$ cat config.mk
export PLATFORM = sky130hd
export DESIGN_NAME = mux_nto1_rr
export DESIGN_NICKNAME = d
export VERILOG_FILES = /design/src/rtl/mux_pkg.sv /design/src/rtl/mux_nto1_rr_arbiter.sv /design/src/rtl/mux_nto1_rr.sv
export SDC_FILE = /design/constraint.sdc
export NUM_CORES = 1
export LEC_CHECK = 0
export CORE_MARGIN = 3
export CORE_UTILIZATION = 40
export CTS_CLUSTER_DIAMETER = 50
export DETAILED_ROUTE_END_ITERATION = 16
export PLACE_DENSITY = 0.85
export SLEW_MARGIN = 0
export SYNTH_ARGS = -nofsm -noshare
export SYNTH_HDL_FRONTEND = slang
export SYNTH_SLANG_ARGS = --single-unit
$ cat constraint.sdc
create_clock -name clk -period 5.15 [get_ports clk]
set_input_delay 1.03 -clock clk [delete_from_list [all_inputs] [get_ports clk]]
set_output_delay 1.03 -clock clk [all_outputs]
set_load 0.02 [all_outputs]
$ cat src/rtl/mux_pkg.sv
// Shared constants and types for the mux/arbiter family.
package mux_pkg;

    // Channel-choice mode encoding on the mode input
    localparam logic MODE_SEL = 1'b0;
    localparam logic MODE_RR  = 1'b1;

    // Occupancy of a single-entry output register
    typedef enum logic {
        ST_EMPTY = 1'b0,
        ST_FULL  = 1'b1
    } occ_state_e;

endpackage : mux_pkg

$ cat src/rtl/mux_nto1_rr_arbiter.sv
// Combinational round-robin arbiter: picks the first requester after last_grant, with wrap.
module rr_arbiter #(
    parameter  int unsigned NUM_CH = 4,
    localparam int unsigned SEL_W  = $clog2(NUM_CH)
) (
    input  logic [NUM_CH-1:0] req,
    input  logic [SEL_W-1:0]  last_grant,
    output logic              grant_valid,
    output logic [SEL_W-1:0]  grant_idx
);

    int unsigned cand;

    // Scan offsets 1..NUM_CH from last_grant; the first requester found wins.
    // Offset NUM_CH revisits last_grant itself, so a lone requester is always served.
    always_comb begin
        grant_valid = 1'b0;
        grant_idx   = '0;
        cand        = 0;
        for (int unsigned off = 1; off <= NUM_CH; off++) begin
            cand = (32'(last_grant) + off) % NUM_CH;
            if (!grant_valid && req[SEL_W'(cand)]) begin
                grant_valid = 1'b1;
                grant_idx   = SEL_W'(cand);
            end
        end
    end

endmodule : rr_arbiter

$ cat src/rtl/mux_nto1_rr.sv
// N-channel W-bit mux with valid/ready per channel, one registered output stage,
// and run-time choice between explicit select and round-robin arbitration.
module mux_nto1_rr
    import mux_pkg::*;
#(
    parameter  int unsigned WIDTH  = 8,
    parameter  int unsigned NUM_CH = 4,
    localparam int unsigned SEL_W  = $clog2(NUM_CH)
) (
    input  logic                    clk,
    input  logic                    rst_n,
    input  logic                    mode,
    input  logic [SEL_W-1:0]        sel,
    input  logic [NUM_CH*WIDTH-1:0] in_data,
    input  logic [NUM_CH-1:0]       in_valid,
    output logic [NUM_CH-1:0]       in_ready,
    output logic [WIDTH-1:0]        out_data,
    output logic [SEL_W-1:0]        out_ch,
    output logic                    out_valid,
    input  logic                    out_ready
);

    occ_state_e       state;
    logic [SEL_W-1:0] last_grant;

    logic             load_en;
    logic             accept;
    logic             sel_hit;
    logic             rr_valid;
    logic [SEL_W-1:0] rr_idx;
    logic             grant_valid;
    logic [SEL_W-1:0] grant_idx;
    logic             xfer;
    logic [WIDTH-1:0] ch_data [NUM_CH];

    // Round-robin candidate, always computed; used only in RR mode
    rr_arbiter #(
        .NUM_CH      (NUM_CH)
    ) u_rr_arbiter (
        .req         (in_valid),
        .last_grant  (last_grant),
        .grant_valid (rr_valid),
        .grant_idx   (rr_idx)
    );

    // Unpack the flat input bus into per-channel words
    always_comb begin
        for (int unsigned c = 0; c < NUM_CH; c++) begin
            ch_data[c] = in_data[c*WIDTH +: WIDTH];
        end
    end

    // Register can take a word when empty or being drained; never while reset is held
    always_comb begin
        load_en = (state == ST_EMPTY) || out_ready;
        accept  = load_en && rst_n;
    end

    // Explicit select only grants an in-range, valid channel
    always_comb begin
        sel_hit = 1'b0;
        if (32'(sel) < NUM_CH) begin
            sel_hit = in_valid[sel];
        end
    end

    // Grant source chosen by mode
    always_comb begin
        grant_valid = 1'b0;
        grant_idx   = '0;
        if (mode == MODE_RR) begin
            grant_valid = rr_valid;
            grant_idx   = rr_idx;
        end else begin
            grant_valid = sel_hit;
            grant_idx   = sel;
        end
    end

    // A grant always targets a valid channel, so accept & grant is the transfer
    always_comb begin
        xfer = accept && grant_valid;
    end

    // One-hot ready toward the granted channel only
    always_comb begin
        in_ready = '0;
        for (int unsigned c = 0; c < NUM_CH; c++) begin
            in_ready[c] = xfer && (grant_idx == SEL_W'(c));
        end
    end

    assign out_valid = (state == ST_FULL);

    // Output register, occupancy and round-robin pointer
    always_ff @(posedge clk) begin
        if (!rst_n) begin
            state      <= ST_EMPTY;
            out_data   <= '0;
            out_ch     <= '0;
            last_grant <= SEL_W'(NUM_CH - 1);
        end else begin
            case (state)
                ST_EMPTY: begin
                    if (xfer) begin
                        state <= ST_FULL;
                    end
                end
                ST_FULL: begin
                    if (out_ready && !xfer) begin
                        state <= ST_EMPTY;
                    end
                end
                default: state <= ST_EMPTY;
            endcase
            if (xfer) begin
                out_data   <= ch_data[grant_idx];
                out_ch     <= grant_idx;
                last_grant <= grant_idx;
            end
        end
    end

endmodule : mux_nto1_rr
After elaboration in Yosys (flattened, before gate mapping)

Index checks and enable logic that the tools add are counted.

Register bits after elaboration: 13
Bits of input ports: 42
Output and inout bits: 15
Word-level logic and storage cells: 61

Add/subtract/negate cells: 4
Order comparisons: 6
Equal/unequal tests: 3
Mux-type cells: 26
Bitwise gates (word level): 2
Reductions and logical operators: 16

Operator list:

| cell                | count |
|---|---|
| $bmux 8 s2          | 1 |
| $mux 8              | 2 |
| $lt 2x3->1 const B  | 5 |
| $mux 1              | 12 |
| $bmux 1 s2          | 5 |
| $logic_and 1x1->1   | 10 |
| $mux 2              | 5 |
| $add 2x1->2 const B | 2 |
| $add 2x2->2 const B | 2 |
| $eq 2x2->1 const B  | 2 |
| $logic_not 1->1     | 4 |
| $ge 3x3->1 const B  | 1 |
| $not 2->3           | 1 |
| $eq 2x1->1 const B  | 1 |
| $logic_not 2->1     | 1 |
| $pmux 1 s2          | 1 |
| $logic_or 1x1->1    | 1 |
| $not 1->1           | 1 |

Longest topological paths before layout

Gate-level depths: netlist of run 1.

Depth in word-level cells: 19
Mapped depth: 7
Gate-level depth less buffers: 6

By module

From an unflattened synthesis of run 1, not the netlist that was laid out.

Cell total of the unflattened synthesis: 101
Area, all modules: 1006.0 um^2

By module, submodules not included:

| module      | instances | cells each | area an instance (um^2) | seq. area each (um^2) |
|---|---|---|---|---|
| mux_nto1_rr | 1         | 87         | 914.6                   | 260.2 |
| rr_arbiter  | 1         | 14         | 91.3                    | 0.0 |

Worst setup path after synthesis of run 1

OpenSTA, ideal clock, no wires.

Path kind: input port to output port
Start: in in_valid[3]
End: out in_ready[0]
Arrival: 2290 ps
Required time: 4120 ps
Path slack: 1830 ps
Stages: 6
Path buffers: 1
Path through: and3b_1 > a211oi_2 > o221ai_2 > buf_6 > or2_2 > nor2_1

Cells in the longest elaborated chain, start to end: 15
Elaborated cells on any way between the ends: 29
Those cells by class: 20 x mux; 9 x reduce/logical

RTL lines:

| item                                                 | RTL line                             | RTL |
|---|---|---|
| start, declared                                      | mux_nto1_rr.sv:15                    | `input logic [NUM_CH-1:0] in_valid,` |
| $bmux 1 s2                                           | mux_nto1_rr_arbiter.sv:22            | `if (!grant_valid && req[SEL_W'(cand)]) begin` |
| $mux 1 (implied by the code)                         | mux_nto1_rr_arbiter.sv:22            |  |
| $mux 1                                               | mux_nto1_rr_arbiter.sv:22            |  |
| $logic_not 1->1                                      | mux_nto1_rr_arbiter.sv:22            |  |
| $logic_and 1x1->1                                    | mux_nto1_rr_arbiter.sv:22            |  |
| $mux 1                                               | mux_nto1_rr_arbiter.sv:22            |  |
| $logic_not 1->1                                      | mux_nto1_rr_arbiter.sv:22            |  |
| $logic_and 1x1->1                                    | mux_nto1_rr_arbiter.sv:22            |  |
| $mux 1                                               | mux_nto1_rr_arbiter.sv:22            |  |
| $logic_not 1->1                                      | mux_nto1_rr_arbiter.sv:22            |  |
| $logic_and 1x1->1                                    | mux_nto1_rr_arbiter.sv:22            |  |
| $mux 2 or $mux 1 (tied branches)                     | mux_nto1_rr_arbiter.sv:22            |  |
| $mux 2 or $mux 1 (tied branches)                     | mux_nto1_rr.sv:71                    | `if (mode == MODE_RR) begin` |
| $logic_not 2->1 or $logic_and 1x1->1 (tied branches) | mux_nto1_rr.sv:89, mux_nto1_rr.sv:82 |  |
| $logic_and 1x1->1 *                                  | mux_nto1_rr.sv:89                    | `in_ready[c] = xfer && (grant_idx == SEL_W'(c));` |
| end, declared                                        | mux_nto1_rr.sv:16                    | `output logic [NUM_CH-1:0] in_ready,` |

Every way passes the cells marked *; elsewhere a longest branch is shown, timed or not. The select of a mux whose other input is x is not followed.

Worst setup path in the final report of run 1

Start: in in_valid[1]
End: out in_ready[1]

Cells in the longest elaborated chain, start to end: 15
Elaborated cells on any way between the ends: 29
Those cells by class: 1 x eq/ne; 20 x mux; 8 x reduce/logical

RTL lines:

| item                                            | RTL line |
|---|---|
| $bmux 1 s2                                      | mux_nto1_rr_arbiter.sv:22 |
| $mux 1 (implied by the code)                    | mux_nto1_rr_arbiter.sv:22 |
| $mux 1                                          | mux_nto1_rr_arbiter.sv:22 |
| $logic_not 1->1                                 | mux_nto1_rr_arbiter.sv:22 |
| $logic_and 1x1->1                               | mux_nto1_rr_arbiter.sv:22 |
| $mux 1                                          | mux_nto1_rr_arbiter.sv:22 |
| $logic_not 1->1                                 | mux_nto1_rr_arbiter.sv:22 |
| $logic_and 1x1->1                               | mux_nto1_rr_arbiter.sv:22 |
| $mux 1                                          | mux_nto1_rr_arbiter.sv:22 |
| $logic_not 1->1                                 | mux_nto1_rr_arbiter.sv:22 |
| $logic_and 1x1->1                               | mux_nto1_rr_arbiter.sv:22 |
| $mux 2 or $mux 1 (tied branches)                | mux_nto1_rr_arbiter.sv:22 |
| $mux 2 or $mux 1 (tied branches)                | mux_nto1_rr.sv:71 |
| $eq 2x1->1 or $logic_and 1x1->1 (tied branches) | mux_nto1_rr.sv:89, mux_nto1_rr.sv:82 |
| $logic_and 1x1->1 *                             | mux_nto1_rr.sv:89 |

Marks and branches as above.

==> results.json, run 1 <==
{
  "layout-drive-gt1-share_pct": 8.28,
  "core.rowCount": 16,
  "clk_path_buf_depth": 2,
  "io_buffer_count": 56,
  "ir_drop_mv": 0.155,
  "critPathArrivalTime_ns": 3.53,
  "yosysSeqAreaShare_pct": 27.7,
  "hp-class": "reg -> reg",
  "dp_slack_ns": 0.585,
  "die_w_um": 54.4,
  "drt_first_pass_iters": 4,
  "cts_resized": 0,
  "routed_via_density": 5.29,
  "yosys_warnings": 0,
  "fin_hold_ws_ns": 0.461,
  "fin_tns_setup_ns": 0,
  "crit_type": "in -> out",
  "power.total_uw": 328,
  "final_antenna_net_count": 0,
  "synth_cell_types": 32,
  "place_hpwl_mm": 2.13,
  "die_area_um2": 2960,
  "busiest_layer": "met2",
  "synthToLayoutAreaGrowth_pct": 63.7,
  "cts_tree": "built",
  "period_share_pct": 88.5,
  "finalWorstSetupSlack_ns": 0.593,
  "final_nets": 200,
  "drt-total-wl_mm": 2.57,
  "vias": 973,
  "hold_buffers": 0,
  "finalHoldViolations": 0,
  "outcome": "completed",
  "place_area_um2": 1510,
  "die_y_um": 54.4,
  "avgSynthCellArea_um2": 9.48,
  "use_met3_pct": 3.54,
  "powerDensity_nw_per_um2": 213,
  "synth_cells": 99,
  "max_slew_margin_pct": 52.2,
  "wl_per_cell_um": 14.0,
  "cp_max_fo": 12,
  "setup_violations": 0,
  "clock_sinks": 13,
  "drc": 0,
  "ioPinCount": 57,
  "clock_latency_ns": 0.26,
  "cts_setup_buffers": 0,
  "p_leak_uw": 0.000643,
  "required_ns": 4.12,
  "insertedDiodeCount": 0,
  "syn-cell-area_um2": 938,
  "period_needed_ns": 4.56,
  "timing.fmax_mhz": 219,
  "syn_nets": 141,
  "start_kind": "input port",
  "gr-total-overflow": 0,
  "cp-end-kind": "primary output",
  "slew_viol_final": 0,
  "antenna_found_initial": 0,
  "root_buffer": "clkbuf_4",
  "clock_skew_ns": 0.00349,
  "stdcell_area_um2": 1540,
  "use_met2_pct": 32.3,
  "drv_cap": 0,
  "htreeDepth": 1,
  "core-area_um2": 2080,
  "grt_setup_unrepaired": "false",
  "worstMarginPinSlew_ns": 0.708,
  "grt_max_degree": 14,
  "start_util_pct": 45.1,
  "numCtsBuffers": 3,
  "track_usage_pct": 18.4,
  "grt_pass1_wl_mm": 4.00,
  "grtUsageMet1_pct": 22.0,
  "first_global_vias": 938,
  "place.gp.congestion": 0.721,
  "fillers": 162,
  "drt_iter0_markers": 10,
  "clk_pin_slew_ns": 0.07,
  "synth_seq_cells": 13
}
[final cells by class]
cell class / count / area, um^2 / area share [%]
Multi-Input combinational cell: 77 / 622 / 40.5
Timing Repair Buffer: 58 / 576 / 37.5
Inverter: 5 / 18.8 / 1.22
Tap cell: 27 / 33.8 / 2.20
Clock buffer: 4 / 26.3 / 1.71
Sequential cell: 13 / 260 / 16.9
[cells by family (layout without fill, tap and decap cells)]
group	count (synthesis)	in the layout	share of synthesized area, %
buf+inv	9	67	6.00
compound gates	26	26	22.4
simple gates	26	26	16.7
flops	13	13	27.7
mux	25	25	27.2
[per-stage QoR]
step	util, %	cells
after floorplan	-	99
after global placement	72.5	180
after detailed placement	72.5	180
after CTS	73.8	184
after global routing	73.8	184
final	73.8	184
[worst paths after layout]
check | from | to | slack (ns) | cells after the start
max | in_valid[1] | in_ready[1] | 0.59 | 7
min | out_ch[0]$_SDFFE_PN0P_ | out_ch[0]$_SDFFE_PN0P_ | 0.46 | 2
max reg2reg | last_grant[0]$_SDFFE_PN1P_ | out_data[7]$_SDFFE_PN0P_ | 2.91 | 7
min reg2reg | out_ch[0]$_SDFFE_PN0P_ | out_ch[0]$_SDFFE_PN0P_ | 0.46 | 2
[synthesized netlist by cell type, drive strengths merged]
master / n / area [um^2]
nand3b: 1 / 7.51
clkbuf: 1 / 3.75
inv: 5 / 18.8
or2b: 1 / 8.76
buf: 3 / 33.8
nand4b: 1 / 8.76
mux2i: 24 / 240
o31ai: 1 / 7.51
and4bb: 1 / 12.5
o21ai: 5 / 25.0
a31oi: 2 / 27.5
a22o: 7 / 61.3
or2: 1 / 6.26
a21bo: 1 / 10.0
a21oi: 5 / 25.0
o221ai: 1 / 15.0
nand2: 6 / 22.5
dfxtp: 13 / 260
a32oi: 1 / 8.76
nand2b: 2 / 15.0
and3b: 3 / 26.3
o2111ai: 1 / 8.76
nor3b: 2 / 15.0
and3: 1 / 6.26
nand3: 1 / 5.00
mux2: 1 / 15.0
a211oi: 1 / 12.5
a41oi: 1 / 8.76
nor2: 6 / 22.5
[power breakdown]
part,leakage (uW),switching [uW],total (uW),internal [uW]
clock,0.0000150,28.8,58.7,29.9
sequential,0.000108,8.40,121,113
combinational,0.000520,64.5,148,83.7
[routing by layer]
metal | wire length [um] | vias to the layer above
met5 | 0 | -
met4 | 17 | 0
met3 | 200 | 2
met2 | 1250 | 43
met1 | 1100 | 437
li1 | - | 491
[cells in the final DEF, fill, tap and decap left out, types with 2 or more instances in the layout]
cell             count
dfxtp_1             13
nand2_1              6
and3b_1              3
clkdlybuf4s50_1     56
clkbuf_4             3
o21ai_0              4
nor3b_1              2
a21oi_1              5
a22o_1               7
mux2i_1             24
nor2_1               6
buf_4                2
inv_1                5
[flip-flops by register name, indices dropped and copies added (netlist names)]
signal	cells
last_grant	2
out_ch	2
out_data	8
out_valid	1
[worst max-delay path, stage by stage]
cell and delay [ns]:
clkdlybuf4s50_1 0.51, and4bb_1 0.33, a211oi_2 0.04, o221ai_2 0.58, buf_4 0.31, and3b_1 0.19, clkdlybuf4s50_1 0.53
Power figures use the tool's default switching activity.
==> run 2: changes to the inputs <==
--- a/config.mk
+++ b/config.mk
@@ -9,6 +9,7 @@
 export CORE_UTILIZATION = 40
 export CTS_CLUSTER_DIAMETER = 50
 export DETAILED_ROUTE_END_ITERATION = 16
+export GPL_TIMING_DRIVEN = 0
 export PLACE_DENSITY = 0.85
 export SLEW_MARGIN = 0
 export SYNTH_ARGS = -nofsm -noshare
==> run 2 against run 1 <==
Net effect: global-route usage rose by 1.9 points; critical path type unchanged; sequential share of layout area is 0.24 points lower; routed wire length is 6.1% higher; maximum frequency rose by 2.1%; critical path depth up 1; first-iteration DRC count up 50%; largest cell class unchanged.
==> results.json, run 2 (same netlist as run 1, synthesis figures left out) <==
{
  "outcome": "completed",
  "drt_iter0_markers": 15,
  "final_antenna_net_count": 0,
  "vias": 998,
  "io_buffer_count": 56,
  "slowest_stage": "clkdlybuf4s50_1",
  "die_w_um": 54.4,
  "largest_reg_flops": 8,
  "fin_hold_ws_ns": 0.480,
  "timing.fmax_mhz": 224,
  "endpoint": "in_ready[0]",
  "cts_tree": "built",
  "synthToLayoutAreaGrowth_pct": 66.1,
  "drt_first_pass_iters": 4,
  "numCtsBuffers": 3,
  "cp_max_fo": 10,
  "core.rowCount": 16,
  "clk_pin_slew_ns": 0.07,
  "drc": 0,
  "layout_common_cells": "56 x clkdlybuf4s50_1, 24 x mux2i_1, 13 x dfxtp_1",
  "hold_buffers": 0,
  "place_area_um2": 1530,
  "ir_drop_mv": 0.187,
  "layout_commonest_cell": "clkdlybuf4s50_1",
  "die_y_um": 54.4,
  "drt-total-wl_mm": 2.73,
  "powerDensity_nw_per_um2": 215,
  "stdcell_area_um2": 1560,
  "p_leak_uw": 0.000652,
  "start_util_pct": 45.1,
  "reg2regPathDepth": 7,
  "largest-register": "out_data",
  "finalHoldViolations": 0,
  "reg.largest.list": "out_data: 8 flops, last_grant: 2 flops, out_ch: 2 flops",
  "cp_common_cell": "clkdlybuf4s50_1",
  "layout-drive-gt1-share_pct": 8.81,
  "grt_max_degree": 11,
  "crit_type": "in -> out",
  "cts_setup_buffers": 0,
  "place.gp.congestion": 0.792,
  "final_nets": 202,
  "path_cells": "clkdlybuf4s50_1 > and4bb_1 > a211oi_2 > o221ai_2 > buf_6 > or2_2 > nor2_1 > clkdlybuf4s50_1",
  "max_slew_margin_pct": 51.6,
  "die_area_um2": 2960,
  "start_kind": "input port",
  "core-area_um2": 2080,
  "clock_sinks": 13,
  "period_share_pct": 86.6,
  "r2r-end": "out_data[6]$_SDFFE_PN0P_",
  "drv_cap": 0,
  "dp.cells": 182,
  "insertedDiodeCount": 0,
  "wl_per_cell_um": 14.7,
  "max_stage_delay_ns": 0.61,
  "place_hpwl_mm": 2.20,
  "fin_tns_setup_ns": 0,
  "grt_setup_unrepaired": "false",
  "grt_pass1_wl_mm": 4.33,
  "root_buffer": "clkbuf_4",
  "antenna_found_initial": 0,
  "required_ns": 4.12,
  "clock_skew_ns": 0.00356,
  "r2r_slack_ns": 3.22,
  "fillers": 165,
  "cts_resized": 0,
  "crit_start": "in_valid[1]",
  "period_needed_ns": 4.46,
  "final_cells": 186,
  "routed_via_density": 5.37,
  "worstMarginPinSlew_ns": 0.717,
  "first_global_vias": 1006,
  "clk_path_buf_depth": 2,
  "ioPinCount": 57,
  "post-route-util_pct": 74.9,
  "htreeDepth": 1,
  "gr-total-overflow": 0,
  "clock_latency_ns": 0.27,
  "slew_viol_final": 0,
  "critPathArrivalTime_ns": 3.43,
  "cp-end-kind": "primary output",
  "hp-class": "reg -> reg",
  "r2r-start": "last_grant[0]$_SDFFE_PN1P_",
  "setup_violations": 0,
  "track_usage_pct": 20.4
}
## run 2: changes by cell type in the layout (fill, tap and decap cells not counted), sizes merged
| cell | change |
|---|---|
| clkbuf | +1 |
| buf | +1 |
## run 2: critical path, delay by kind of cell
kind                   cells  cell delay [ns]
buffers and inverters      3             1.37
AOI/OAI and AO/OA          2             0.35
and+or+nand+nor            3             0.68
## run 2: layer usage
layer | GRT usage [%] | vias to the layer above | wire, um
met5 | 0 | - | 0
met4 | 9.96 | 0 | 48
met3 | 4.09 | 5 | 197
met2 | 35.5 | 42 | 1360
met1 | 23.4 | 453 | 1120
li1 | - | 498 | -
## run 2: layout make-up
type                       instances  area, um^2  share of cell area (%)
tap                               27        33.8                    2.17
clock buffer                       4        26.3                    1.69
inverter                           5        18.8                    1.20
multi-input combinational         77         622                    39.9
timing repair buffer              56         561                    36.0
buffer                             4        37.5                    2.41
sequential                        13         260                    16.7
## run 2: report_power, final
part           internal, uW  switching [uW]
Combinational          86.6            67.7
Clock                  30.1            31.0
Sequential              113            7.90
## run 2: worst min-delay path by stage
stage	end	cells past startpoint	startpoint
after floorplan	last_grant[0]$_SDFFE_PN1P_	2	last_grant[0]$_SDFFE_PN1P_
after global placement	out_data[6]$_SDFFE_PN0P_	2	out_data[6]$_SDFFE_PN0P_
after detailed placement	out_data[6]$_SDFFE_PN0P_	2	out_data[6]$_SDFFE_PN0P_
after CTS	out_data[6]$_SDFFE_PN0P_	2	out_data[6]$_SDFFE_PN0P_
after global routing	out_data[0]$_SDFFE_PN0P_	1	out_data[0]$_SDFFE_PN0P_
final	out_data[6]$_SDFFE_PN0P_	2	out_data[6]$_SDFFE_PN0P_
## run 2: metrics by stage
| stage | power, uW | setup slack (ns) |
|---|---|---|
| 2_1_floorplan | 204 | 1.83 |
| 3_3_place_gp | 273 | 0.715 |
| 3_5_place_dp | 277 | 0.698 |
| 4_1_cts | 338 | 0.685 |
| 5_1_grt | 355 | 0.556 |
| 6_report | 336 | 0.688 |
==> run 3: changes to the inputs <==
--- a/config.mk
+++ b/config.mk
@@ -5,6 +5,7 @@
 export SDC_FILE = /design/constraint.sdc
 export NUM_CORES = 1
 export LEC_CHECK = 0
+export ABC_AREA = 0
 export CORE_MARGIN = 3
 export CORE_UTILIZATION = 40
 export CTS_CLUSTER_DIAMETER = 50
==> results of run 3 <==
The final DEF is identical to that of run 2; final timing and power are the same.
